**src/rtl/seg_pkg.sv**
```systemverilog
// Shared definitions for the seven-segment scan controller: FSM encoding,
// hex segment codes ({a,b,c,d,e,f,g,dp} = [7:0]) and idle output levels.
package seg_pkg;

  typedef enum logic [1:0] {
    ST_RST  = 2'd0,
    ST_SHOW = 2'd1,
    ST_GAP  = 2'd2
  } state_t;

  localparam logic [7:0] SEG_OFF = 8'h00;
  localparam logic [3:0] COM_OFF = 4'b1111;

  // Element i is the active-high code for hex digit i; dp bit is left clear.
  localparam logic [15:0][7:0] SEG_CODE = {
    8'h8E, 8'h9E, 8'h7A, 8'h9C, 8'h3E, 8'hEE, 8'hF6, 8'hFE,
    8'hE0, 8'hBE, 8'hB6, 8'h66, 8'hF2, 8'hDA, 8'h60, 8'hFC
  };

endpackage

```
**src/rtl/seg_hex_decoder.sv**
```systemverilog
// Combinational hex nibble to seven-segment decoder, {a..g} on seg[6:0].
module seg_hex_decoder
  import seg_pkg::*;
(
  input  logic [3:0] digit,
  output logic [6:0] seg
);

  logic [7:0] code;

  always_comb begin
    code = SEG_CODE[digit];
    seg  = code[7:1];
  end

endmodule

```
**src/rtl/seg_scan_ctrl.sv**
```systemverilog
// Four-digit seven-segment scan controller with a double-buffered display
// value loaded at frame boundaries and optional leading-zero blanking.
module seg_scan_ctrl
  import seg_pkg::*;
#(
  parameter int DWELL = 4,
  parameter int BLANK = 1
) (
  input  logic        clk_1k,
  input  logic        resetn,
  input  logic        wr_valid,
  output logic        wr_ready,
  input  logic [15:0] wr_data,
  input  logic [3:0]  wr_dp,
  input  logic        blank_lz,
  output logic [3:0]  seg_com,
  output logic [7:0]  seg_data,
  output logic        frame_done
);

  localparam int CMAX  = (DWELL > BLANK) ? DWELL : BLANK;
  localparam int CNT_W = $clog2(CMAX + 1);

  state_t           state, state_nx;
  logic [1:0]       idx, idx_nx;
  logic [CNT_W-1:0] cnt, cnt_nx;

  logic [15:0] disp, disp_nx, pend;
  logic [3:0]  dp, dp_nx, pend_dp;
  logic        pend_full;
  logic        boundary;

  logic [3:0]  com_nx;
  logic [7:0]  data_nx;
  logic        fd_nx;
  logic [3:0]  nibble;
  logic [6:0]  seg_a2g;
  logic        lz;

  // Last cycle of digit 3 closes the frame: final GAP cycle, or final SHOW
  // cycle when there is no gap.
  function automatic logic is_last(state_t s, logic [1:0] i, logic [CNT_W-1:0] c);
    if (i != 2'd3) return 1'b0;
    if (BLANK > 0) return (s == ST_GAP) && (int'(c) == BLANK - 1);
    return (s == ST_SHOW) && (int'(c) == DWELL - 1);
  endfunction

  always_ff @(posedge clk_1k or negedge resetn) begin
    if (!resetn) begin
      state <= ST_RST;
      idx   <= 2'd0;
      cnt   <= '0;
    end else begin
      state <= state_nx;
      idx   <= idx_nx;
      cnt   <= cnt_nx;
    end
  end

  always_comb begin
    state_nx = state;
    idx_nx   = idx;
    cnt_nx   = cnt + 1'b1;
    case (state)
      ST_RST: begin
        state_nx = ST_SHOW;
        idx_nx   = 2'd0;
        cnt_nx   = '0;
      end
      ST_SHOW: begin
        if (int'(cnt) == DWELL - 1) begin
          cnt_nx = '0;
          if (BLANK > 0) state_nx = ST_GAP;
          else           idx_nx   = idx + 2'd1;
        end
      end
      ST_GAP: begin
        if (int'(cnt) == BLANK - 1) begin
          cnt_nx   = '0;
          state_nx = ST_SHOW;
          idx_nx   = idx + 2'd1;
        end
      end
      default: begin
        state_nx = ST_RST;
        idx_nx   = 2'd0;
        cnt_nx   = '0;
      end
    endcase
  end

  // Outputs are registered from next-cycle values so they line up with the
  // state they describe, including a display swap at the boundary edge.
  always_comb begin
    boundary = is_last(state, idx, cnt);
    disp_nx  = (boundary && pend_full) ? pend    : disp;
    dp_nx    = (boundary && pend_full) ? pend_dp : dp;
    nibble   = disp_nx[{idx_nx, 2'b00} +: 4];
  end

  seg_hex_decoder u_dec (
    .digit (nibble),
    .seg   (seg_a2g)
  );

  always_comb begin
    case (idx_nx)
      2'd1:    lz = (disp_nx[15:4]  == 12'h000);
      2'd2:    lz = (disp_nx[15:8]  == 8'h00);
      2'd3:    lz = (disp_nx[15:12] == 4'h0);
      default: lz = 1'b0;
    endcase
    com_nx  = COM_OFF;
    data_nx = SEG_OFF;
    if (state_nx == ST_SHOW) begin
      com_nx  = ~(4'b0001 << idx_nx);
      data_nx = {(blank_lz && lz) ? 7'd0 : seg_a2g, dp_nx[idx_nx]};
    end
    fd_nx = is_last(state_nx, idx_nx, cnt_nx);
  end

  always_ff @(posedge clk_1k or negedge resetn) begin
    if (!resetn) begin
      seg_com    <= COM_OFF;
      seg_data   <= SEG_OFF;
      frame_done <= 1'b0;
    end else begin
      seg_com    <= com_nx;
      seg_data   <= data_nx;
      frame_done <= fd_nx;
    end
  end

  // A pending value can only be consumed while wr_ready is low, so consume
  // and capture never coincide.
  always_ff @(posedge clk_1k or negedge resetn) begin
    if (!resetn) begin
      disp      <= 16'h0000;
      dp        <= 4'b0000;
      pend      <= 16'h0000;
      pend_dp   <= 4'b0000;
      pend_full <= 1'b0;
    end else begin
      disp <= disp_nx;
      dp   <= dp_nx;
      if (boundary && pend_full) begin
        pend_full <= 1'b0;
      end else if (wr_valid && !pend_full) begin
        pend      <= wr_data;
        pend_dp   <= wr_dp;
        pend_full <= 1'b1;
      end
    end
  end

  assign wr_ready = ~pend_full;

endmodule

```
**config.mk**
```make
export PLATFORM = sky130hd
export DESIGN_NAME = seg_scan_ctrl
export DESIGN_NICKNAME = d
export VERILOG_FILES = /design/src/rtl/seg_pkg.sv /design/src/rtl/seg_hex_decoder.sv /design/src/rtl/seg_scan_ctrl.sv
export SDC_FILE = /design/constraint.sdc
export NUM_CORES = 1
export LEC_CHECK = 0
export BUFFER_PORTS_ARGS = -buffer_cell sky130_fd_sc_hd__buf_2
export CAP_MARGIN = 20
export CORE_MARGIN = 4
export CORE_UTILIZATION = 46
export CTS_CLUSTER_SIZE = 20
export DETAILED_ROUTE_END_ITERATION = 7
export GPL_TIMING_DRIVEN = 0
export PLACE_DENSITY = 0.72
export SYNTH_ARGS = -nofsm -noshare
export SYNTH_HDL_FRONTEND = slang
export SYNTH_SLANG_ARGS = --single-unit
```
**constraint.sdc**
```tcl
create_clock -name clk_1k -period 6.1 [get_ports clk_1k]
set_input_delay 0.915 -clock clk_1k [delete_from_list [all_inputs] [get_ports clk_1k]]
set_output_delay 0.915 -clock clk_1k [all_outputs]
set_load 0.01 [all_outputs]
```
==> impl_metrics.csv <==
group,metric,value,unit
clocking,clkSlewWorstSetupHoldPaths,70,ps
floorplanning,die_h,88.3,um
logic_synthesis,post_synthesis_net_count,279,
clocking,cts_hold_repair.buffers,0,
global_route,grt_util_all_layers,0.169,
sta,maxSlewHeadroom,0.461,
sta,timing.final.setup_violations,0,
hold_path,hp-class,"reg -> reg",
setup_path,required,6320,ps
setup_path,critPathLaunchType,"register",
logic_synthesis,synth.top_cells.by_area,"sky130_fd_sc_hd__dfrtp_1 (48%), sky130_fd_sc_hd__mux2_2 (12%), sky130_fd_sc_hd__ha_1 (6.3%)",
global_route,grt_start_max_net_pins,33,
floorplanning,placeableCoreArea,6310,sq um
logic_synthesis,synth_top_cell_by_area,"sky130_fd_sc_hd__dfrtp_1",
global_route,antenna_violations_before_repair,0,
clocking,worstSkewPairLatency,330,ps
sta,min_period_over_period,0.538,
pwr,power.static_leakage,0.00161,uW
finish,final_nets,328,
clocking,cts.repair_timing.setup_buffer_count,0,
clocking,clock_tree.htree_level_count,3,
clocking,cts_num_sinks,61,
drt,drt_drc_violations_left,0,
logic_synthesis,synth_top_area_share,0.481,
clocking,cts.root.buffer_cell,"sky130_fd_sc_hd__clkbuf_8",
setup_path,maximum_net_fanout_on_the_critical_path,10,
setup_path,timing.setup.critical_path_class,"reg -> reg",
floorplanning,floorplan.die_area,7800,sq um
sta,max_freq,305,MHz
setup_path,reg2reg_depth,15,
sta,finalSetupTns,0,ps
floorplanning,top_level_ports,38,
floorplanning,die-width,88.3,um
sta,post-route-min-period,3280,ps
drt,detail_route.iter0.violations,61,
pwr,ir_worst_vdd,0.194,mV
drt,routed-via-count,1951,
setup_path,critical_path_end_type,"register",
placement,numPortBuffers,37,
setup_path,arrival_time_at_the_worst_endpoint,3500,ps
logic_synthesis,synth.avg_cell_area,12.4,sq um
logic_synthesis,postSynthCellCount,240,
logic_synthesis,postSynth.asyncResetShare,1.00,
sta,timing_max_transition_violations_final,0,
floorplanning,row_count,29,
logic_synthesis,netlist_area_before_placement,2970,sq um
logic_synthesis,synthFlopType,"sky130_fd_sc_hd__dfrtp_1",
sta,rsz0062_at_grt,"no",
outcome,outcome,"complete, no violations",
hold_path,worstHoldPathCells,1,
clocking,cts_tree,"yes",
drt,ant_nets,0,
hold_path,worst_hold_path.endpoint,"disp[5]",
floorplanning,floorplan.initialDensity,0.470,
finish,antenna_cells_inserted,0,
global_route,first_global_vias,2088,
sta,worst_clock_skew,6.36,ps
run,cap_viol_max_count,0,
drt,routed_via_density,5.26,
logic_synthesis,synth_edf_count,0,
logic_synthesis,ys_warn_count,0,
sta,hold_violations,0,
setup_path,timing.reg2reg.setup_slack,2820,ps
clocking,tritoncts.num_buffers,9,
hold_path,hold_path.startpoint,"disp[5]",
logic_synthesis,synth_sequential_area_ratio,0.516,
drt,dr.pass1.iters,4,
drt,wl_per_cell,15.3,um
setup_path,critical_path.reg2reg.endpoint,"seg_data[4]",
global_route,globalRoute.totalOverflow,0,
logic_synthesis,synth-seq-cells,61,
finish,area_growth,17.0,%
global_route,grt_first_pass_wirelength,9.78,mm
drt,detail_route.wirelength,5.66,mm
pwr,p_per_area,283,nW/um^2
placement,gp_congestion,0.832,
setup_path,worstReg2RegStart,"state[0]",
sta,timing.hold.ws,494,ps
clocking,ctsResizeCount,0,
sta,worstMarginPinSlew,796,ps
placement,hpwlAfterDp,4.12,mm
clocking,cts-root-to-sink-buffers,2,
logic_synthesis,number_of_library_cell_types_mapped_by_synthesis,55,
finish,post_route_cells_drive_above_1_share,0.367,
placed cells by master (no fill, tap or decap), types with 3 or more instances in the layout:
master / n
sky130_fd_sc_hd__a21oi_1: 4
sky130_fd_sc_hd__mux2_4: 4
sky130_fd_sc_hd__buf_2: 38
sky130_fd_sc_hd__buf_6: 3
sky130_fd_sc_hd__nand2b_1: 4
sky130_fd_sc_hd__mux2_2: 31
sky130_fd_sc_hd__mux2i_1: 14
sky130_fd_sc_hd__and2_1: 6
sky130_fd_sc_hd__nand3_1: 3
sky130_fd_sc_hd__ha_1: 15
sky130_fd_sc_hd__clkbuf_8: 11
sky130_fd_sc_hd__nor3_1: 4
sky130_fd_sc_hd__dfstp_2: 4
sky130_fd_sc_hd__nor2b_1: 4
sky130_fd_sc_hd__nand2_1: 9
sky130_fd_sc_hd__o21ai_0: 5
sky130_fd_sc_hd__inv_1: 20
sky130_fd_sc_hd__nor2_1: 10
sky130_fd_sc_hd__dfrtp_1: 57
worst max path at each step:
stage | from | to | cells after the start | slack [ps]
floorplan | state[0] | seg_data[4] | 15 | 3180
global placement | state[0] | seg_data[4] | 15 | 2910
detailed placement | state[0] | seg_data[4] | 15 | 2830
CTS | state[0] | seg_data[4] | 15 | 2780
global route | state[0] | seg_data[4] | 15 | 2550
finish | state[0] | seg_data[4] | 15 | 2820
flip-flops by register name, summed over array words and instances (netlist names):
| register | count |
|---|---|
| pend | 16 |
| cnt | 3 |
| dp | 4 |
| frame_done | 1 |
| state | 2 |
| pend_full | 1 |
| idx | 2 |
| disp | 16 |
| seg_data | 8 |
| seg_com | 4 |
| pend_dp | 4 |
logic make-up after synthesis:
kind of cell | after synthesis | synth area share
simple gates | 53 | 0.101
flops | 61 | 0.516
fa+ha+maj | 15 | 0.0632
mux | 49 | 0.185
compound gates | 34 | 0.0898
buf+inv | 28 | 0.0447
final cells by class:
cell class                 count  area (sq um)
buffer                         7          53.8
clock buffer                  12           155
multi-input combinational    151          1300
sequential                    61          1530
tap                           77          96.3
fill                         568          2840
clock inverter                 4          47.5
inverter                      21          78.8
timing repair buffer          38           205
Yosys cell counts (all sizes together) (2+ instances only):
library cell / number
a211oi: 2
a21oi: 4
a221o: 2
a221oi: 3
a31oi: 2
and2: 8
buf: 6
dfrtp: 57
dfstp: 4
ha: 15
inv: 21
mux2: 35
mux2i: 14
nand2: 10
nand2b: 4
nand3: 3
nor2: 11
nor2b: 4
nor3: 4
o211ai: 2
o21ai: 6
or3: 2
metrics by stage:
| stage | setup slack (ps) | area (sq um) | util | std cells | total power [uW] |
|---|---|---|---|---|---|
| final | 2820 | 3470 | 0.550 | 371 | 982 |
| after global routing | 2550 | 3470 | 0.550 | 371 | 1040 |
| after CTS | 2780 | 3470 | 0.550 | 371 | 997 |
| after detailed placement | 2830 | 3270 | 0.518 | 355 | 628 |
| after global placement | 2910 | 3250 | 0.515 | 354 | 620 |
| after floorplan | 3180 | 2970 | - | 240 | 574 |
routing by layer:
metal	wire (um)	share of wire	vias up	global-route usage
li1	-	-	942	-
met1	2490	0.44	953	0.215
met2	2790	0.49	48	0.266
met3	278	0.049	8	0.0317
met4	99	0.017	0	0.107
met5	0	0	-	0
worst max-delay path: stages, from the launching register on:
cell and delay [ps]:
sky130_fd_sc_hd__dfrtp_1 420, sky130_fd_sc_hd__inv_1 90, sky130_fd_sc_hd__ha_1 170, sky130_fd_sc_hd__buf_6 130
sky130_fd_sc_hd__and3b_4 220, sky130_fd_sc_hd__and2_4 150, sky130_fd_sc_hd__buf_6 160, sky130_fd_sc_hd__buf_6 190
sky130_fd_sc_hd__mux2i_1 110, sky130_fd_sc_hd__o311ai_1 680, sky130_fd_sc_hd__inv_1 190, sky130_fd_sc_hd__ha_1 340
sky130_fd_sc_hd__inv_1 60, sky130_fd_sc_hd__mux2i_1 60, sky130_fd_sc_hd__mux2i_1 140, sky130_fd_sc_hd__nor2_1 50
power by group:
part,internal [uW],switching [uW],total (uW)
Clock,210,153,363
Sequential,456,19.6,476
Combinational,69.9,73.4,143
Total,736,246,982
(Power assumes the default switching activity.)
